### src/rtl/register_file_8x16.sv
// Register file for the 16-bit datapath: 2**ADDR_WIDTH registers,
// two combinational read ports, one synchronous write port, async clear.
module register_file_8x16 #(
  parameter int DATA_WIDTH = 16,
  parameter int ADDR_WIDTH = 3
) (
  input  logic                  clk,
  input  logic                  rst_n,
  input  logic                  wr_en,
  input  logic [ADDR_WIDTH-1:0] write_reg,
  input  logic [DATA_WIDTH-1:0] write_data,
  input  logic [ADDR_WIDTH-1:0] read_reg1,
  input  logic [ADDR_WIDTH-1:0] read_reg2,
  output logic [DATA_WIDTH-1:0] read_data1,
  output logic [DATA_WIDTH-1:0] read_data2
);

  localparam int DEPTH = 1 << ADDR_WIDTH;

  logic [DATA_WIDTH-1:0] regs [DEPTH];
  logic [DEPTH-1:0]      wr_sel;

  // One-hot decode of the write address; register 0 is ordinary storage.
  always_comb begin
    wr_sel = '0;
    if (wr_en) begin
      wr_sel[write_reg] = 1'b1;
    end
  end

  for (genvar g = 0; g < DEPTH; g++) begin : g_reg
    always_ff @(posedge clk or negedge rst_n) begin
      if (!rst_n) begin
        regs[g] <= '0;
      end else if (wr_sel[g]) begin
        regs[g] <= write_data;
      end
    end
  end

  // Reads see stored contents only, so a pending write is not forwarded.
  assign read_data1 = regs[read_reg1];
  assign read_data2 = regs[read_reg2];

endmodule

### config.mk
export PLATFORM = sky130hd
export DESIGN_NAME = register_file_8x16
export DESIGN_NICKNAME = d
export VERILOG_FILES = /design/src/rtl/register_file_8x16.sv
export SDC_FILE = /design/constraint.sdc
export NUM_CORES = 1
export LEC_CHECK = 0
export ABC_CLOCK_PERIOD_IN_PS = 1600
export CELL_PAD_IN_SITES_DETAIL_PLACEMENT = 2
export CELL_PAD_IN_SITES_GLOBAL_PLACEMENT = 2
export CORE_MARGIN = 2
export CORE_UTILIZATION = 40
export CTS_CLUSTER_DIAMETER = 30
export CTS_CLUSTER_SIZE = 20
export DETAILED_ROUTE_END_ITERATION = 12
export MAX_ROUTING_LAYER = met4
export PLACE_DENSITY_LB_ADDON = 0.1
export SETUP_SLACK_MARGIN = 0.05
export SLEW_MARGIN = 20
export SYNTH_ARGS = -nofsm -noshare
export SYNTH_HDL_FRONTEND = slang
export SYNTH_SLANG_ARGS = --single-unit
### constraint.sdc
create_clock -name clk -period 1.6 [get_ports clk]
set_input_delay 0.32 -clock clk [delete_from_list [all_inputs] [get_ports clk]]
set_output_delay 0.32 -clock clk [all_outputs]
set_load 0.01 [all_outputs]
-- Yosys cells after proc, flatten, opt, wreduce, memory -nomap -nowiden
Index checks and enable logic that the tools add are counted.
- register bits after elaboration: 128
- input port bits: 28
- output and inout bits: 32
- logic and storage cells: 24
- magnitude comparators: 4
- mux-type cells: 9
- bitwise gates (word level): 2
- reduce and logical (&&, ||, !) cells: 1
- operator list (kind ; count):
    $bmux W16 S3 ; 2
    $mux W16 ; 4
    $ge A4 B4 Y1 const B ; 2
    $mux W8 ; 1
    $not A3 Y4 ; 2
    $lt A3 B4 Y1 const B ; 1
    $demux W1 S3 ; 1
    $ge A3 B1 Y1 const B ; 1
    $logic_and A1 B1 Y1 ; 1
    $mux W1 ; 1

-- Logic depth before layout (Yosys ltp)
Gate-level depths: netlist (run 1).
- word-level depth: 5
- depth in mapped cells: 5
- gate-level depth less buffers: 2

-- Worst setup path before layout (run 1)
Ideal clock, no wire load.
- path kind: input to output
- start point: input read_reg1[0]
- end point: output read_data1[10]
- data arrival time: 1392 ps
- data required time: 1280 ps
- slack: -112 ps
- cell stages on the path: 4
- buffers on the path: 2
- path through: buf_6 buf_6 mux4_1 mux2_2
- word-level cells in the longest chain between the ends: 4
- ends and longest elaborated chain (what ; RTL line ; source):
    start, declared ; 12 ; input logic [ADDR_WIDTH-1:0] read_reg1,
    $not A3 Y4 (not written as such) ; 42 ; assign read_data1 = regs[read_reg1];
    $bmux W16 S3 ; 42 ;
    $mux W16 (not written as such) (2 in series) ; 42 ;
    end, declared ; 14 ; output logic [DATA_WIDTH-1:0] read_data1,
Every way passes these cells. The select of a mux whose other input is x is not followed.

-- Worst setup path in the final report (run 1)
- start point: register regs[39] in the netlist's numbering
- end point: output read_data1[7]
- word-level cells in the longest chain between the ends: 3
- ends and longest elaborated chain (what ; RTL line ; source):
    start, declared ; 20 ; logic [DATA_WIDTH-1:0] regs [DEPTH];
    start signal, assigned by index ; 36 ; regs[g] <= write_data;
    $bmux W16 S3 ; 42 ;
    $mux W16 (not written as such) (2 in series) ; 42 ;
Every way passes these cells. The select of a mux whose other input is x is not followed.

==> results of run 1 <==
## power groups by stage
| stage | combinational (mW) | clock [mW] | sequential (mW) |
|---|---|---|---|
| 6_report | 3.30 | 4.43 | 4.57 |
| 3_5_place_dp | 3.05 | 0 | 4.57 |
| 3_3_place_gp | 2.94 | 0 | 4.46 |
| 5_1_grt | 3.53 | 4.62 | 4.66 |
| 4_1_cts | 3.26 | 4.51 | 4.56 |
| 2_1_floorplan | 2.05 | 0 | 4.32 |
## cells in the mapped netlist
master,n,area share [%]
clkbuf_2,2,0.14
buf_2,8,0.57
nor4bb_1,2,0.29
mux4_2,8,2.6
mux4_1,56,21
mux2_2,160,26
nand4_2,1,0.18
and4bb_2,1,0.18
clkbuf_1,3,0.16
buf_6,10,1.6
nand4b_2,3,0.64
dfrtp_1,128,46
buf_1,5,0.27
nor4b_4,1,0.34
buf_4,5,0.54
## through the flow
| step | utilization, % | setup slack (ps) | instance area (sq um) | power, mW |
|---|---|---|---|---|
| floorplan | - | -46.6 | 7000 | 6.37 |
| global placement | 46.9 | -926 | 8060 | 7.40 |
| detailed placement | 46.9 | -934 | 8060 | 7.62 |
| CTS | 51.7 | -495 | 8870 | 12.3 |
| global route | 52.4 | -520 | 9000 | 12.8 |
| finish | 52.4 | -478 | 9000 | 12.3 |
## path summary, 6_finish.rpt
| check | to | depth (start not counted) |
|---|---|---|
| worst min-delay path | regs[11]$_DFFE_PN0P_ | 2 |
| worst min register to register | regs[20]$_DFFE_PN0P_ | 1 |
| max in group asynchronous | regs[18]$_DFFE_PN0P_ | 3 |
| worst max register to register | regs[49]$_DFFE_PN0P_ | 3 |
| worst max-delay path | read_data1[7] | 3 |
| min in group clk | regs[20]$_DFFE_PN0P_ | 1 |
## metal layers
| layer | part of all wire [%] | vias up | track usage [%] |
|---|---|---|---|
| li1 | - | 1765 | - |
| met5 | 0 | - | - |
| met4 | 1.3 | 0 | 8.62 |
| met2 | 54 | 81 | 41.0 |
| met3 | 2.7 | 19 | 3.95 |
| met1 | 42 | 2343 | 30.6 |
## cells by family (layout without fill, tap and decap cells)
kind of cell,after synthesis,in the layout
buf+inv,33,153
mux,224,224
simple gates,8,8
flops,128,128
## what timing repair did
action                                  CTS  global route
hold buffers                              1             0
gates cloned                              2             1
hold endpoints to repair                  8             0
endpoints found under the setup margin   70            57
gates resized for setup                 174            11
pin swaps                                 1             1
buffers inserted                          6            12
## cell type report
cell class	count	area, sq um
fill	1538	8170
clock buffer	22	484
clock inverter	10	180
tap	225	282
timing repair buffer	121	1340
sequential	128	3200
multi-input combinational	232	3510
==> results.md, run 1 <==
* Slowest CP cell: mux4_2
* CP cell instances: mux4_2, mux2_4, buf_6
* Power Density at about 1400 nW/um^2
* Switch Pwr at 3.21 mW
* Reg power frac at a little under two fifths
* Top-level port count at 60
* Yosys warning count at 0
* Post-DRT Antenna Nets at 0
* Max FFs per register at ~130
* Antenna violations before repair at 0
* Worst-Margin Slew at approximately 350 ps
* Status: finished, violations left
* Delay-heaviest family, CP: multiplexers
* DRC Markers at 0
* Commonest non-fill, non-tap cell in the layout: dfrtp_1
* Routed vias/inst at around 5.7
* Final nets at ~530
* Share of layout cells above drive strength 1 at between 70 and 80%
* Worst setup EP type: output pin
* Placed Cells at 684
* First-pass GRT wire length at about 32 mm
* CTS tree: built
* Simple-gate share of the synthesized area at roughly 1.6%
* Adder-Cell Fraction of Synth Area at 0%
* Register area share after synthesis at 45.8%
* Mux contribution to synthesized area at between 40% and 50%
* Critical path's largest stage delay at ~520 ps
* Placer Congestion at roughly 0.73
* Buf/Inv on CP at 1
* Number of distinct library cells after synthesis at 15
* Average size of a mapped cell at 17.8 sq um
* 1st-iter DRT viols at about 160
* Synth Area in Compound Gates at 0%
* CP required at 1280 ps
* R2r setup slk at between 500 and 600 ps
* Max Freq at slightly below 500 MHz
* Pint at 9.08 mW
* CTS max path bufs at 2
* Logic gate share of total power at a little over a quarter
* Hold WS at slightly below 300 ps
* Static leakage at around 3.9 nW
* Clock network fraction of total power at between 30% and 40%
* Fin. max-slew vios at 0
* CP Launch Type: flip-flop
* CP Class: flip-flop to output pin
* Starting Density at about 41%
* Final Non-Filler Cells at 738
* Biggest register: regs
* RSZ-0062 raised after global routing: true
* MaxCap Viol Count at 0
* Vias in the first global route at ~5000
* Hold Crit Class: primary input to async pin
* Min Tclk post-route at 2080 ps
* Die Height at 136 microns
* Switch share at 26.1%
* Hold Violations, Final at 0
* Routed wire per std cell at roughly 28 microns
* Area growth syn-to-layout at 28.6%
* Max H-tree Level at 4
* Synthesis-stage register bit count at ~130
* Reg2Reg Launch Point: regs[49]$_DFFE_PN0P_
* Via count at ~4200
* Mapped Area at roughly 7000 sq um
* Clock transition at the registers of the reported paths at about 60 ps
* Largest family of logic cells by synthesized area: multiplexers
* Post-Synth XOR/XNOR Area at 0%
* Setup TNS at -13860 ps
* Violated checks: negative setup slack
* Commonest non-fill, non-tap cells in the layout: dfrtp_1, mux2_2, mux4_2
* Setup Skew at 0 ps
* Post-route worst setup slack at -478 ps
* Die span in x at around 140 microns
* CORE AREA at 17200 sq um
* CTS Root Cell: clkbuf_16
* Ant. Diodes at 0
* Std cell rows at 48
* Syn nets at about 420
* Total wire length at 20.7 mm
* Tot GR Track Use at between 20% and 30%
* Die footprint at 18600 sq um
* HPWL after detailed placement at about 12 mm
* Clock latency at the later pin of the worst-skew pair at about 420 ps
* TritonCTS Sinks at between 100 and 150
* Crit path DAT at roughly 1800 ps
* Max transition margin at approximately 76%
* Crit path from: regs[39]$_DFFE_PN0P_
* GRT overflow at 0
* Largest regs: regs (128)
* Syn Inst Count at 393
* Setup violators final at 32
* Largest net degree at the start of global routing at 46
* Port Buffers at just under 60
* Crit share post-route at 130%
* Router iterations before antenna repair at 4
* CP max FO at 3
* Cts bufs inserted at 17
* Largest vdd supply drop at a little over 0.8 mV
No activity file was read; power rests on OpenSTA's default activity.
==> run 2: changes to the inputs <==
==> constraint.sdc (replaced) <==
create_clock -name clk -period 1.6 [get_ports clk]
set_input_delay 0.4 -clock clk [delete_from_list [all_inputs] [get_ports clk]]
set_output_delay 0.4 -clock clk [all_outputs]
set_load 0.01 [all_outputs]
==> run 2 against run 1 <==
Non-clock buffer count increased by 29. Highest routed layer unchanged. Cell count increased by 3.9%. Worst hold slack got worse by 270 ps. Clock skew unchanged. Die area unchanged. Sequential share of layout area decreased by 1.7 points. Critical endpoint unchanged. Utilization increased by 2.6 points. Largest cell class unchanged. The run still ends with negative setup slack left. Power about the same.
==> results.md, run 2 (same netlist as run 1, synthesis figures left out) <==
* Die span in x at 136 microns (unchanged)
* Placed instance area at 8300 sq um (was 8060 sq um)
* Final Non-Filler Cells at 767 (was 738)
* Setup TNS at -16430 ps (was -13860 ps)
* Final instance area at 9450 sq um (was 9000 sq um)
* CP Class: flip-flop to output pin (unchanged)
* Hold WS at 29.8 ps (was 295 ps)
* MaxCap Viol Count at 0 (unchanged)
* Top-level port count at 60 (unchanged)
* DRC Markers at 0 (unchanged)
* Tot GR Track Use at 25.7% (was 24.7%)
* Post-route worst setup slack at -584 ps (was -478 ps)
* GRT overflow at 0 (unchanged)
* CP Launch Type: flip-flop (unchanged)
* CP required at 1200 ps (was 1280 ps)
* Clock transition at the registers of the reported paths at 60 ps (about the same)
* Worst-Margin Slew at 558 ps (was 354 ps)
* CP max FO at 3 (unchanged)
* Critical path endpoint: read_data1[7] (unchanged)
* Max Freq at 458 MHz (was 481 MHz)
* Min Tclk post-route at 2180 ps (was 2080 ps)
* Power Density at 1300 nW/um^2 (was 1370 nW/um^2)
* Die footprint at 18600 sq um (unchanged)
* Biggest register: regs (unchanged)
* Total power at 12.3 mW (about the same)
* Antenna violations before repair at 0 (unchanged)
* 1st-iter DRT viols at 214 (was 161)
* Via count at 4306 (was 4208)
* Fillcell total at 1503 (was 1538)
* Crit Reg-Reg Endpoint: regs[90]$_DFFE_PN0P_ (was regs[49]$_DFFE_PN0P_)
* Placed Cells at 696 (was 684)
* Largest regs: regs (128) (unchanged)
* Cts bufs inserted at 17 (unchanged)
* Final nets at 557 (was 528)
* Total wire length at 21.5 mm (was 20.7 mm)
* Router iterations before antenna repair at 4 (unchanged)
* Largest vdd supply drop at 0.694 mV (was 0.821 mV)
* Routed wire per std cell at 28.0 microns (about the same)
* Clock latency at the later pin of the worst-skew pair at 420 ps (about the same)
* Max FFs per register at 128 (unchanged)
* Hold Violations, Final at 0 (unchanged)
* Std cell rows at 48 (unchanged)
* TritonCTS Sinks at 128 (unchanged)
* Setup slack at placement at -1080 ps (was -934 ps)
* R2r setup slk at 530 ps (was 550 ps)
* Crit share post-route at 136% (was 130%)
* Post-DRT Antenna Nets at 0 (unchanged)
* CTS max path bufs at 2 (unchanged)
* Setup Skew at 0 ps (unchanged)
* Worst setup EP type: output pin (unchanged)
* Ant. Diodes at 0 (unchanged)
* Die Height at 136 microns (unchanged)
* Starting Density at 40.8% (unchanged)
* Setup violators final at 32 (unchanged)
* CORE AREA at 17200 sq um (unchanged)
* Placer Congestion at 0.752 (was 0.732)
* Reg2Reg Launch Point: regs[90]$_DFFE_PN0P_ (was regs[49]$_DFFE_PN0P_)
* Crit path from: regs[87]$_DFFE_PN0P_ (was regs[39]$_DFFE_PN0P_)
* Routed vias/inst at 5.61 (was 5.70)
* RSZ-0062 raised after global routing: true (unchanged)
* Commonest non-fill, non-tap cell in the layout: dfrtp_1 (unchanged)
* Area growth syn-to-layout at 34.9% (was 28.6%)
* Commonest non-fill, non-tap cells in the layout: dfrtp_1, mux2_2, mux2_4 (was dfrtp_1, mux2_2, mux4_2)
* Vias in the first global route at 4977 (was 5013)
* Status: finished, violations left (unchanged)
* Finished Core Util at 55.0% (was 52.4%)
* Static leakage at 4.13 nW (was 3.86 nW)
* Fin. max-slew vios at 0 (unchanged)
* CTS Root Cell: clkbuf_16 (unchanged)
* Port Buffers at 59 (unchanged)
* Hold Crit Class: primary input to async pin (unchanged)
* Worst r2r path cells at 3 (unchanged)
* Max transition margin at 62.8% (was 76.4%)
* Largest net degree at the start of global routing at 98 (was 46)
* HPWL after detailed placement at 12.4 mm (was 12.2 mm)
* Max H-tree Level at 4 (unchanged)
* Violated checks: negative setup slack (unchanged)
* Crit path DAT at 1780 ps (was 1760 ps)
* CTS tree: built (unchanged)
* First-pass GRT wire length at 32.8 mm (was 31.7 mm)
* Share of layout cells above drive strength 1 at 72.1% (was 70.2%)
## run 2: cell count changes in the layout (fill, tap and decap cells not counted), sizes merged
cell,change
clkinvlp,-1
clkinv,+4
dlygate4sd2,+1
bufbuf,+1
bufinv,-2
dlygate4sd3,-1
buf,+31
dlymetal6s2s,-2
clkbuf,-2
## run 2: metal layers
metal | global-route usage, % | vias up | wire length, microns
met1 | 33.5 | 2366 | 9390
li1 | - | 1822 | -
met3 | 3.65 | 24 | 605
met5 | - | - | 0
met2 | 42.0 | 94 | 11200
met4 | 7.29 | 0 | 306
## run 2: where the power goes
group | switching, mW | internal [mW] | leakage (nW)
combinational | 1.19 | 2.48 | 2.30
clock | 1.49 | 2.56 | 0.302
sequential | 0.617 | 3.96 | 1.54
total | 3.30 | 8.99 | 4.13
## run 2: critical path: stages, from the launching register on
cell and delay (ps):
dfrtp_1 420, mux4_2 520, mux2_4 300, buf_6 120
## run 2: repair_timing
item | in CTS | in global routing
gates cloned | 6 | 0
pin swaps | 1 | 1
endpoints found under the setup margin | 104 | 37
hold buffers | 0 | 0
resized for setup | 202 | 3
setup buffers | 24 | 9
## run 2: how the worst min path moves through the flow
stage,end,cells after the start,slack [ps]
5_1_grt,regs[104]$_DFFE_PN0P_,2,50
4_1_cts,regs[44]$_DFFE_PN0P_,2,40
2_1_floorplan,regs[0]$_DFFE_PN0P_,0,100
3_3_place_gp,regs[92]$_DFFE_PN0P_,2,480
3_5_place_dp,regs[44]$_DFFE_PN0P_,2,490
6_report,regs[44]$_DFFE_PN0P_,2,30
## run 2: area by class of cell
type | count | area, sq um | share of cell area, %
clock inverter | 11 | 136 | 1.44
clock buffer | 21 | 470 | 4.98
sequential | 128 | 3200 | 33.9
timing repair buffer | 150 | 1720 | 18.2
tap | 225 | 282 | 2.98
multi-input combinational | 232 | 3630 | 38.5
==> run 3: changes to the inputs <==
PLACE_DENSITY = 0.88   (was not set)
PLACE_DENSITY_LB_ADDON = not set   (was 0.1)
==> run 3 against run 2 <==
Die area unchanged. Final area increased by 1.4%. Via count increased by 6.7%. Clock skew unchanged. The run still ends with negative setup slack left. Sequential power increased by 2%.
==> results.md, run 3 (same netlist as run 1, synthesis figures left out) <==
* Largest regs: regs (128) (unchanged)
* MaxCap Viol Count at 0 (unchanged)
* Starting Density at 40.8% (unchanged)
* Share of layout cells above drive strength 1 at 72.6% (was 72.1%)
* Commonest non-fill, non-tap cell in the layout: dfrtp_1 (unchanged)
* Setup Skew at 0 ps (unchanged)
* Power Density at 1330 nW/um^2 (was 1300 nW/um^2)
* Cts bufs inserted at 17 (unchanged)
* Max H-tree Level at 4 (unchanged)
* CP Class: flip-flop to output pin (unchanged)
* Max transition margin at 62.6% (was 62.8%)
* Delay-heaviest family, CP: multiplexers (unchanged)
* Min Tclk post-route at 2220 ps (was 2180 ps)
* Logic gate share of total power at 31.8% (was 29.9%)
* CP cell instances: mux4_2, mux2_4, buf_6 (unchanged)
* Final instance area at 9570 sq um (was 9450 sq um)
* Fillcell total at 1507 (was 1503)
* RSZ-0062 raised after global routing: true (unchanged)
* CTS Root Cell: clkbuf_16 (unchanged)
* Routed vias/inst at 5.89 (was 5.61)
* M3 GR Usage at 5.74% (was 3.65%)
* Switch share at 28.3% (was 26.8%)
* Area growth syn-to-layout at 36.7% (was 34.9%)
* Post-DRT Antenna Nets at 0 (unchanged)
* Hold Crit Class: primary input to async pin (unchanged)
* Largest vdd supply drop at 0.867 mV (was 0.694 mV)
* Via count at 4594 (was 4306)
* CTS tree: built (unchanged)
* 1st-iter DRT viols at 321 (was 214)
* Max Freq at 450 MHz (was 458 MHz)
* CP max FO at 3 (unchanged)
* GRT overflow at 0 (unchanged)
* Post-route worst setup slack at -623 ps (was -584 ps)
* CORE AREA at 17200 sq um (unchanged)
* Met2 usage at 51.6% (was 42.0%)
* GR Layer Usage met1 at 34.0% (was 33.5%)
* Max FFs per register at 128 (unchanged)
* Crit path DAT at 1820 ps (was 1780 ps)
* Clock transition at the registers of the reported paths at 60 ps (about the same)
* Setup violators final at 32 (unchanged)
* Worst setup EP type: output pin (unchanged)
* Clock latency at the later pin of the worst-skew pair at 420 ps (about the same)
* Die Height at 136 microns (unchanged)
* Die footprint at 18600 sq um (unchanged)
* Tot GR Track Use at 29.5% (was 25.7%)
* CP Launch Type: flip-flop (unchanged)
* Ant. Diodes at 0 (unchanged)
* Commonest non-fill, non-tap cells in the layout: dfrtp_1, mux2_2, buf_4 (was dfrtp_1, mux2_2, mux2_4)
* HPWL after detailed placement at 13.3 mm (was 12.4 mm)
* Routed wire per std cell at 32.8 microns (was 28.0 microns)
* TritonCTS Sinks at 128 (unchanged)
* Violated checks: negative setup slack (unchanged)
* Vias in the first global route at 5344 (was 4977)
* Critical path's largest stage delay at 520 ps (about the same)
* Router iterations before antenna repair at 4 (unchanged)
* Total wire length at 25.6 mm (was 21.5 mm)
* Largest net degree at the start of global routing at 99 (was 98)
* Buf/Inv on CP at 1 (unchanged)
* Hold Violations, Final at 0 (unchanged)
* Pint at 9.16 mW (was 8.99 mW)
* Most used routing layer: met2 (unchanged)
* Finished Core Util at 55.7% (was 55.0%)
* Port Buffers at 59 (unchanged)
* Antenna violations before repair at 0 (unchanged)
* First-pass GRT wire length at 36.9 mm (was 32.8 mm)
* DRC Markers at 0 (unchanged)
* Slowest CP cell: mux4_2 (unchanged)
* Clock network fraction of total power at 31.5% (was 32.9%)
* Fin. max-slew vios at 0 (unchanged)
* Placed instance area at 8260 sq um (was 8300 sq um)
* Static leakage at 4.20 nW (was 4.13 nW)
* Crit share post-route at 139% (was 136%)
* Status: finished, violations left (unchanged)
* Placer Congestion at 0.789 (was 0.752)
* Top-level port count at 60 (unchanged)
* CP required at 1200 ps (about the same)
* Reg power frac at 36.7% (was 37.2%)
* Die span in x at 136 microns (unchanged)
* Std cell rows at 48 (unchanged)
* Biggest register: regs (unchanged)
* Final nets at 571 (was 557)
* Total power at 12.8 mW (was 12.3 mW)
* Worst-Margin Slew at 561 ps (was 558 ps)
* Switch Pwr at 3.62 mW (was 3.30 mW)
* Cts hold-fix bufs at 0 (unchanged)
* Setup slack at placement at -1140 ps (was -1080 ps)
* CTS max path bufs at 2 (unchanged)
* Setup TNS at -17660 ps (was -16430 ps)
## run 3: timing repair
| action | CTS | global route |
|---|---|---|
| gates cloned | 8 | 0 |
| pin swaps | 1 | 1 |
| endpoints found under the setup margin | 119 | 46 |
| setup buffers | 28 | 24 |
| gates resized for setup | 198 | 5 |
## run 3: layer usage
metal	routed length [microns]	vias up
li1	-	1867
met1	10000	2568
met2	14300	124
met3	806	35
met4	451	0
met5	0	-
## run 3: area by class of cell
class	instances	area, sq um	share of cell area [%]
tap	225	282	2.94
clock inverter	6	105	1.10
multi-input combinational	232	3650	38.1
timing repair buffer	164	1850	19.3
sequential	128	3200	33.5
clock buffer	25	485	5.07
## run 3: power groups by stage
stage,logic [mW],registers (mW),clock network (mW)
global route,4.26,4.75,4.19
global placement,3.14,4.45,0
finish,4.06,4.69,4.03
CTS,3.79,4.57,4.03
detailed placement,3.31,4.62,0
floorplan,2.16,4.33,0
## run 3: final timing paths
| check | cells past startpoint | start | endpoint | slack [ps] |
|---|---|---|---|---|
| setup / recovery | 3 | regs[114]$_DFFE_PN0P_ | read_data2[2] | -620 |
| hold / removal | 2 | rst_n | regs[116]$_DFFE_PN0P_ | 20 |
| setup reg to reg | 3 | regs[26]$_DFFE_PN0P_ | regs[26]$_DFFE_PN0P_ | 510 |
| hold reg to reg | 1 | regs[48]$_DFFE_PN0P_ | regs[48]$_DFFE_PN0P_ | 540 |
| max in group asynchronous | 2 | rst_n | regs[118]$_DFFE_PN0P_ | 1120 |
| min in group clk | 1 | regs[48]$_DFFE_PN0P_ | regs[48]$_DFFE_PN0P_ | 540 |
## run 3: stage by stage
step | std cells | hold slack, ps
floorplan | 393 | 104
global placement | 689 | 458
detailed placement | 689 | 481
CTS | 756 | 27.0
global route | 780 | 43.1
finish | 780 | 18.4
